**config.mk**
```make
export PLATFORM = sky130hd
export DESIGN_NAME = dpot_spi_rx
export DESIGN_NICKNAME = d
export VERILOG_FILES = /design/src/rtl/dpot_spi_rx.sv
export SDC_FILE = /design/constraint.sdc
export NUM_CORES = 1
export LEC_CHECK = 0
export CAP_MARGIN = 20
export CORE_MARGIN = 2
export CORE_UTILIZATION = 34
export DETAILED_ROUTE_END_ITERATION = 16
export DONT_BUFFER_PORTS = 1
export SYNTH_ARGS = -nofsm -noshare
export SYNTH_HDL_FRONTEND = slang
export SYNTH_SLANG_ARGS = --single-unit
```
**constraint.sdc**
```tcl
create_clock -name clk -period 4.77 [get_ports clk]
set_clock_uncertainty 0.05 [all_clocks]
set_input_delay 0.954 -clock clk [delete_from_list [all_inputs] [get_ports clk]]
set_output_delay 0.954 -clock clk [all_outputs]
set_load 0.01 [all_outputs]
```
**src/rtl/dpot_spi_rx.sv**
```systemverilog
// dpot_spi_rx: oversampling SPI slave for three digipots with per-pot shadow wiper registers
module dpot_spi_rx #(
    parameter int              BITS      = 8,
    parameter logic [BITS-1:0] WIPER_RST = 8'h80
) (
    input  logic            clk,
    input  logic            rst_n,
    input  logic            cs1,
    input  logic            cs2,
    input  logic            cs3,
    input  logic            sdi,
    input  logic            clk_in,
    output logic [BITS-1:0] dato_out,
    output logic [1:0]      canal,
    output logic            valid,
    output logic            err,
    output logic [BITS-1:0] wiper1,
    output logic [BITS-1:0] wiper2,
    output logic [BITS-1:0] wiper3
);
    localparam logic [1:0] IDLE  = 2'd0;
    localparam logic [1:0] SHIFT = 2'd1;
    localparam logic [1:0] DONE  = 2'd2;
    localparam logic [1:0] WAIT  = 2'd3;

    logic [4:0]      s1_q, s2_q;
    logic            sclk_prev_q;
    logic [1:0]      state_q, state_d;
    logic [1:0]      ch_q, ch_d;
    logic [3:0]      cnt_q, cnt_d;
    logic [BITS-1:0] sh_q, sh_d;
    logic [BITS-1:0] dato_q, w1_q, w2_q, w3_q;
    logic [1:0]      canal_q;
    logic            valid_q, err_q, err_d;
    logic            arm_q;
    logic [1:0]      settle_q;

    logic [2:0] cs_s, sel;
    logic       sdi_s, rise, lat_hi, other_low, one_low, any_low;
    logic [1:0] new_ch;

    assign cs_s      = s2_q[2:0];
    assign sdi_s     = s2_q[3];
    assign rise      = s2_q[4] & ~sclk_prev_q;
    assign sel       = {ch_q == 2'd3, ch_q == 2'd2, ch_q == 2'd1};
    assign lat_hi    = |(cs_s & sel);
    assign other_low = ~&(cs_s | sel);
    assign one_low   = (cs_s == 3'b110) || (cs_s == 3'b101) || (cs_s == 3'b011);
    assign any_low   = cs_s != 3'b111;
    assign new_ch    = !cs_s[0] ? 2'd1 : !cs_s[1] ? 2'd2 : 2'd3;

    assign dato_out = dato_q;
    assign canal    = canal_q;
    assign valid    = valid_q;
    assign err      = err_q;
    assign wiper1   = w1_q;
    assign wiper2   = w2_q;
    assign wiper3   = w3_q;

    // two-flop synchronisers for {clk_in, sdi, cs3, cs2, cs1} plus serial-clock edge history
    always_ff @(posedge clk) begin
        if (!rst_n) begin
            s1_q        <= 5'b00111;
            s2_q        <= 5'b00111;
            sclk_prev_q <= 1'b0;
        end else begin
            s1_q        <= {clk_in, sdi, cs3, cs2, cs1};
            s2_q        <= s1_q;
            sclk_prev_q <= s2_q[4];
        end
    end

    // frame FSM: cs changes outrank a coincident serial edge
    always_comb begin
        state_d = state_q;
        ch_d    = ch_q;
        cnt_d   = cnt_q;
        sh_d    = sh_q;
        err_d   = 1'b0;
        case (state_q)
            IDLE: begin
                if (arm_q && one_low) begin
                    state_d = SHIFT;
                    ch_d    = new_ch;
                    cnt_d   = 4'd0;
                    sh_d    = '0;
                end else if (arm_q && any_low) begin
                    err_d   = 1'b1;
                    state_d = WAIT;
                end
            end
            SHIFT: begin
                if (lat_hi) begin
                    state_d = (cnt_q == 4'(BITS)) ? DONE : IDLE;
                    err_d   = cnt_q != 4'(BITS);
                end else if (other_low) begin
                    err_d   = 1'b1;
                    state_d = WAIT;
                end else if (rise) begin
                    sh_d  = {sh_q[BITS-2:0], sdi_s};
                    cnt_d = (cnt_q == 4'd15) ? cnt_q : cnt_q + 4'd1;
                end
            end
            DONE:    state_d = IDLE;
            default: state_d = any_low ? WAIT : IDLE;
        endcase
    end

    // state, outputs and shadow wipers; arm blocks a frame already in progress across reset
    always_ff @(posedge clk) begin
        if (!rst_n) begin
            state_q  <= IDLE;
            ch_q     <= 2'd0;
            cnt_q    <= 4'd0;
            sh_q     <= '0;
            dato_q   <= '0;
            canal_q  <= 2'd0;
            valid_q  <= 1'b0;
            err_q    <= 1'b0;
            w1_q     <= WIPER_RST;
            w2_q     <= WIPER_RST;
            w3_q     <= WIPER_RST;
            arm_q    <= 1'b0;
            settle_q <= 2'd0;
        end else begin
            state_q  <= state_d;
            ch_q     <= ch_d;
            cnt_q    <= cnt_d;
            sh_q     <= sh_d;
            valid_q  <= state_q == DONE;
            err_q    <= err_d;
            settle_q <= settle_q + {1'b0, settle_q != 2'd3};
            arm_q    <= arm_q | (settle_q == 2'd3 && !any_low);
            if (state_q == DONE) begin
                dato_q  <= sh_q;
                canal_q <= ch_q;
                if (ch_q == 2'd1) w1_q <= sh_q;
                if (ch_q == 2'd2) w2_q <= sh_q;
                if (ch_q == 2'd3) w3_q <= sh_q;
            end
        end
    end
endmodule
```
After elaboration in Yosys (flattened, before gate mapping)
Index checks and enable logic that the tools add are counted.

Flip-flop bits (word level): 66. Word-level logic and storage cells: 86. Output and inout bits: 36. Input bits: 7.

Add/subtract/negate cells: 2. Reduce and logical (&&, ||, !) cells: 17. Equal/unequal tests: 21. Muxes and demuxes: 25. Bitwise operators: 5.

Operator list (number): $mux W8 (4); $mux W4 (5); $pmux W8 S2 (1); $mux W2 (7); $ne A2 B2 Y1 const B (6); $reduce_and A2 Y1 (5); $ne A3 B3 Y1 const B (3); $eq A2 B2 Y1 const B (4); $eq A4 B4 Y1 const B (2); $pmux W4 S2 (1); $eq A3 B3 Y1 const B (2); $pmux W2 S3 (1); $reduce_and A6 Y1 (1); $mux W1 (5); $reduce_and A5 Y1 (1); $add A4 B1 Y4 const B (1); $eq A2 B1 Y1 const B (2); $ne A4 B4 Y1 const B (1); $and A3 B3 Y3 (1); $eq A3 B2 Y1 const B (1); $logic_and A1 B1 Y1 (3); $or A3 B3 Y3 (1); $reduce_and A3 Y1 (1); $reduce_or A3 Y1 (1); other kinds (9) (10).

Logic depth before layout (Yosys ltp)
Depth after elaboration: 6. Gate-level depth with buffers: 7. Depth with buffers taken out: 7.

Worst setup path after synthesis
No wires, ideal clock.

Path type: register to register. Start point: register s2_q[2]. End point: register cnt_q[3]. Required time: 4.646 ns. Arrival: 1.664 ns. Path buffers: 1. Clock period less this slack: 1.789 ns. Setup slack: 2.981 ns. Setup time: 0.074 ns. Stages on the path, launching flop included: 7. Path through: dfxtp_1 buf_4 or3b_1 a21oi_2 nor2_2 or4_1 a31oi_1.

Cells in the longest elaborated chain, start to end: 6. Elaborated cells on any way between the ends: 14. Those cells by class: eq/ne (6); bitwise (2); reduce/logical (6).

RTL lines: from (decl) (line 26) `logic [4:0] s1_q, s2_q;`; from (signal assigned) (line 68) `s2_q <= s1_q;`; $eq A3 B3 Y1 (line 48) `assign one_low = (cs_s == 3'b110) || (cs_s == 3'b101) || (cs_s == 3'b011);`; $logic_or A1 B1 Y1 (2 in series) (line 48); $logic_and A1 B1 Y1 (line 82) `if (arm_q && one_low) begin`; $ne A2 B2 Y1 (no source line); $reduce_and A6 Y1 (no source line) *; to (signal assigned) (line 128) `cnt_q <= cnt_d;`; to (decl) (line 30) `logic [3:0] cnt_q, cnt_d;`.

Mark *: on every way between the ends. The rest lies on a longest branch, timed or not. A chain may end at the register's enable or synchronous reset.

Final worst setup path
Start point: register state_q[1]. End point: register w1_q[2] (netlist: wiper1[2]).

Cells in the longest elaborated chain, start to end: 2.

RTL lines: from (decl) (line 28) `logic [1:0] state_q, state_d;`; from (signal assigned) (line 126) `state_q <= state_d;`; $eq A2 B2 Y1 (line 134) `if (state_q == DONE) begin`; $reduce_and A2 Y1 (no source line); to (signal assigned) (line 137) `if (ch_q == 2'd1) w1_q <= sh_q;`; to (decl) (line 32) `logic [BITS-1:0] dato_q, w1_q, w2_q, w3_q;`.

No other way between the ends.

==> results.md <==
| Result | Reported | Unit |
| --- | --- | --- |
| Width of the die | 91.28 | um |
| Net switching component of the power | 0.2393 | mW |
| Number of instances on the worst hold path | 1 | - |
| Total vias in the final route | 1959 | - |
| Clock tree from TritonCTS | yes | - |
| Residual DRC | 0 | - |
| Wire length of the first global-routing pass | 9301 | um |
| Count of flip-flops with a built-in enable after synthesis | 0 | - |
| Number of max-capacitance violations reported | 0 | - |
| First-iteration detailed-routing DRC count | 68 | - |
| Basic-gate share of the synthesized area counting and, or, nand and nor cells | 0.2705 | - |
| Reg2Reg Launch Point | state_q[1] | - |
| Final #Nets | 314 | - |
| Setup slack of the worst register-to-register path | 2520 | ps |
| Buffers inserted during post-CTS setup optimization | 0 | - |
| Number of levels in the clock H-tree | 3 | - |
| Power density over the cells | 362.9 | nW/um2 |
| Gates resized, CTS repair | 0 | - |
| TritonCTS buffer count | 9 | - |
| Antenna violations before repair | 0 | - |
| Wire length after detailed routing | 5635 | um |
| Area fraction in compound gates after synthesis | 0.1232 | - |
| WL/cell | 13.81 | um |
| Mean instance size in the synthesized netlist | 8.301 | um2 |
| Core region area | 7331 | um2 |
| Share of synthesized cell area in full adder, half adder and majority cells | 0.009662 | - |
| Later-pin clock latency in the skew report | 340 | ps |
| Worst supply voltage drop on vdd | 0.0001445 | V |
| Final estimated routing congestion in global placement | 0.7490 | - |
| Worst-margin pin slew | 1011 | ps |
| Class of the worst hold path | flip-flop to flip-flop | - |
| Final setup viols | 0 | - |
| Sequential share of power | 0.554 | - |
| Number of port buffers | 0 | - |
| Global-route usage over all layers | 0.1437 | - |
| Max Transition Viols Final | 0 | - |
| Most frequent cells in the layout | nand2_1 (79), dfxtp_1 (66), a21oi_1 (36) | - |
| Final Hold Vio Count | 0 | - |
| Initial core utilization | 0.3533 | - |
| Number of global-route vias before repair | 1791 | - |
| Critical path required time | 4990 | ps |
| Share of cell area taken by muxes after synthesis | 0.03913 | - |
| Fraction of registers with async set/reset | 0 | - |
| Largest net degree at the start of global routing | 35 | - |
| Total global routing overflow | 0 | - |
| Crit Reg-Reg Endpoint | wiper1[2] | - |
| Total negative slack for setup checks | 0 | ps |
| Sequential area share after synthesis | 0.5101 | - |
| Max Root-Sink Buffers | 2 | - |
| Clock transition at the registers of the reported paths | 70 | ps |
| Critical Path Source Type | flip-flop | - |
| Pint | 0.7841 | mW |
| Most common library cell in the layout ignoring fill and taps | nand2_1 | - |
| Vias/cell | 4.801 | - |
| Worst min-delay path startpoint | s1_q[1] | - |
| Post-synthesis instance area | 2590 | um2 |
| Remaining antenna violation count | 0 | - |
| Leakage power | 1.045 | nW |
| Outcome | finished clean | - |
| Max Clock Freq | 443.7 | MHz |
| Maximum fanout count along the critical path | 14 | - |
| Proportion of total power due to net switching | 0.2339 | - |
| Number of cell rows | 31 | - |
| Hold path endpoint | s2_q[1] | - |
| Share of power burned in combinational logic | 0.031 | - |
| Post-route clock period utilization | 0.4725 | - |
| Arr. time, crit path | 2480 | ps |
| Max-slew headroom | 0.3244 | - |
| ANT cells | 0 | - |
| Share of the synthesized netlist area taken by xor and xnor gates | 0.003382 | - |
| Nature of the critical path endpoint | flip-flop | - |
| Number of storage elements in the synthesis netlist | 66 | - |
| Time the worst path needs with I/O delays and setup | 2254 | ps |
| Commonest register cell after synthesis | dfxtp_1 | - |
| Unrepaired setup endpoints after global routing | no | - |
| Estimated wirelength of the detail-placed design | 3696 | um |
| Sinks on Clock Net | 66 | - |
| Clock network power share | 0.415 | - |
| Yosys warning count | 0 | - |
| Total die area | 8332 | um2 |
| Instance count of the mapped netlist | 312 | - |
| Number of nets produced by synthesis | 321 | - |
| Count of cell types in the netlist | 42 | - |
| Reg2Reg Depth | 5 | - |
| Tightest hold margin | 364.0 | ps |
| Clk root buf | clkbuf_8 | - |
| Die Span Y | 91.28 | um |
| Crit path kind | flip-flop to flip-flop | - |
| Share of post-route cells with drive strength above 1 | 0.07443 | - |
| I/O pin count | 43 | - |
| Signed area change from the synthesized netlist to the final layout | 8.889 | % |
| Number of hold buffers added after CTS | 0 | - |
| Number of iterations in the first detailed-routing pass | 5 | - |
| Dominant combinational cell family by area after synthesis | simple AND/OR/NAND/NOR gates | - |
==> power by group through the flow <==
| stage | combinational (mW) | sequential, mW | clock, mW |
|---|---|---|---|
| after floorplan | 0.0326 | 0.574 | 0 |
| after global placement | 0.0318 | 0.579 | 0 |
| after detailed placement | 0.0322 | 0.579 | 0 |
| after CTS | 0.0323 | 0.566 | 0.441 |
| after global routing | 0.0363 | 0.567 | 0.467 |
| final | 0.0322 | 0.567 | 0.425 |
==> sequential cells by signal, summed over array words and instances (netlist names), 2 cells and up <==
register and flops:
dato_out 8, sh_q 8, wiper1 8, wiper2 8, wiper3 8, s1_q 5, s2_q 5, cnt_q 4
canal 2, ch_q 2, settle_q 2, state_q 2
==> worst max-delay path: stages (launching register included) <==
cell and delay, ps:
dfxtp_1 540, nor2b_1 720, nand2_1 200, nor2_1 430
nand2_1 110, a21oi_1 140
==> synthesized netlist by cell type (3+ instances only) <==
master / number / share of area
buf_2: 4 / 0.0077
nand3_1: 8 / 0.015
nor3_1: 3 / 0.0058
nand2_1: 79 / 0.11
clkbuf_1: 14 / 0.020
nor2_1: 20 / 0.029
mux2i_1: 9 / 0.035
nor2b_1: 11 / 0.027
and2_1: 7 / 0.017
nand2b_1: 9 / 0.022
a21oi_1: 36 / 0.070
dfxtp_1: 66 / 0.51
a211oi_1: 4 / 0.012
o21ai_0: 3 / 0.0058
inv_1: 6 / 0.0087
==> final cells by class <==
cell class,instances,area (um2)
well taps,99,123.9
multi-input cells,219,1155
repair buffers,2,15.01
fillers,779,4511
clock inverters,4,27.53
inverters,7,26.28
clock buffers,11,151.4
flip-flops and latches,66,1321
==> worst max-delay path by stage <==
stage	from	end	slack, ps	cells past startpoint
final	state_q[1]	wiper1[2]	2520	5
after global routing	state_q[1]	wiper1[6]	2230	5
after CTS	state_q[1]	wiper1[3]	2530	5
after detailed placement	state_q[1]	wiper1[3]	2550	5
after global placement	s2_q[1]	sh_q[6]	2600	5
after floorplan	s2_q[2]	cnt_q[3]	2980	6
==> cells by family (layout without fill, tap and decap cells) <==
family                   Yosys count  count (layout)
AND/OR/NAND/NOR                  151             151
flip-flops                        66              66
AO/OA/AOI/OAI                     55              55
buffers and inverters             27              24
multiplexers                      10              10
adder cells (fa/ha/maj)            2               2
XOR/XNOR                           1               1
==> metal layers <==
metal,share of wire,routed length (um),global-route usage
met5,0,0,0
met2,0.41,2310,0.1901
met4,0.013,76,0.06818
met3,0.063,353,0.05477
met1,0.51,2895,0.2029
==> per-stage QoR <==
stage / cells / util / instance area [um2] / worst slack, ps / total power, mW
finish: 408 / 0.3847 / 2820 / 2516 / 1.023
global route: 408 / 0.3847 / 2820 / 2232 / 1.070
CTS: 408 / 0.3847 / 2820 / 2528 / 1.040
detailed placement: 393 / 0.3603 / 2641 / 2546 / 0.6114
global placement: 393 / 0.3603 / 2641 / 2603 / 0.6106
floorplan: 312 / - / 2590 / 2981 / 0.6062
(Power assumes the default switching activity.)
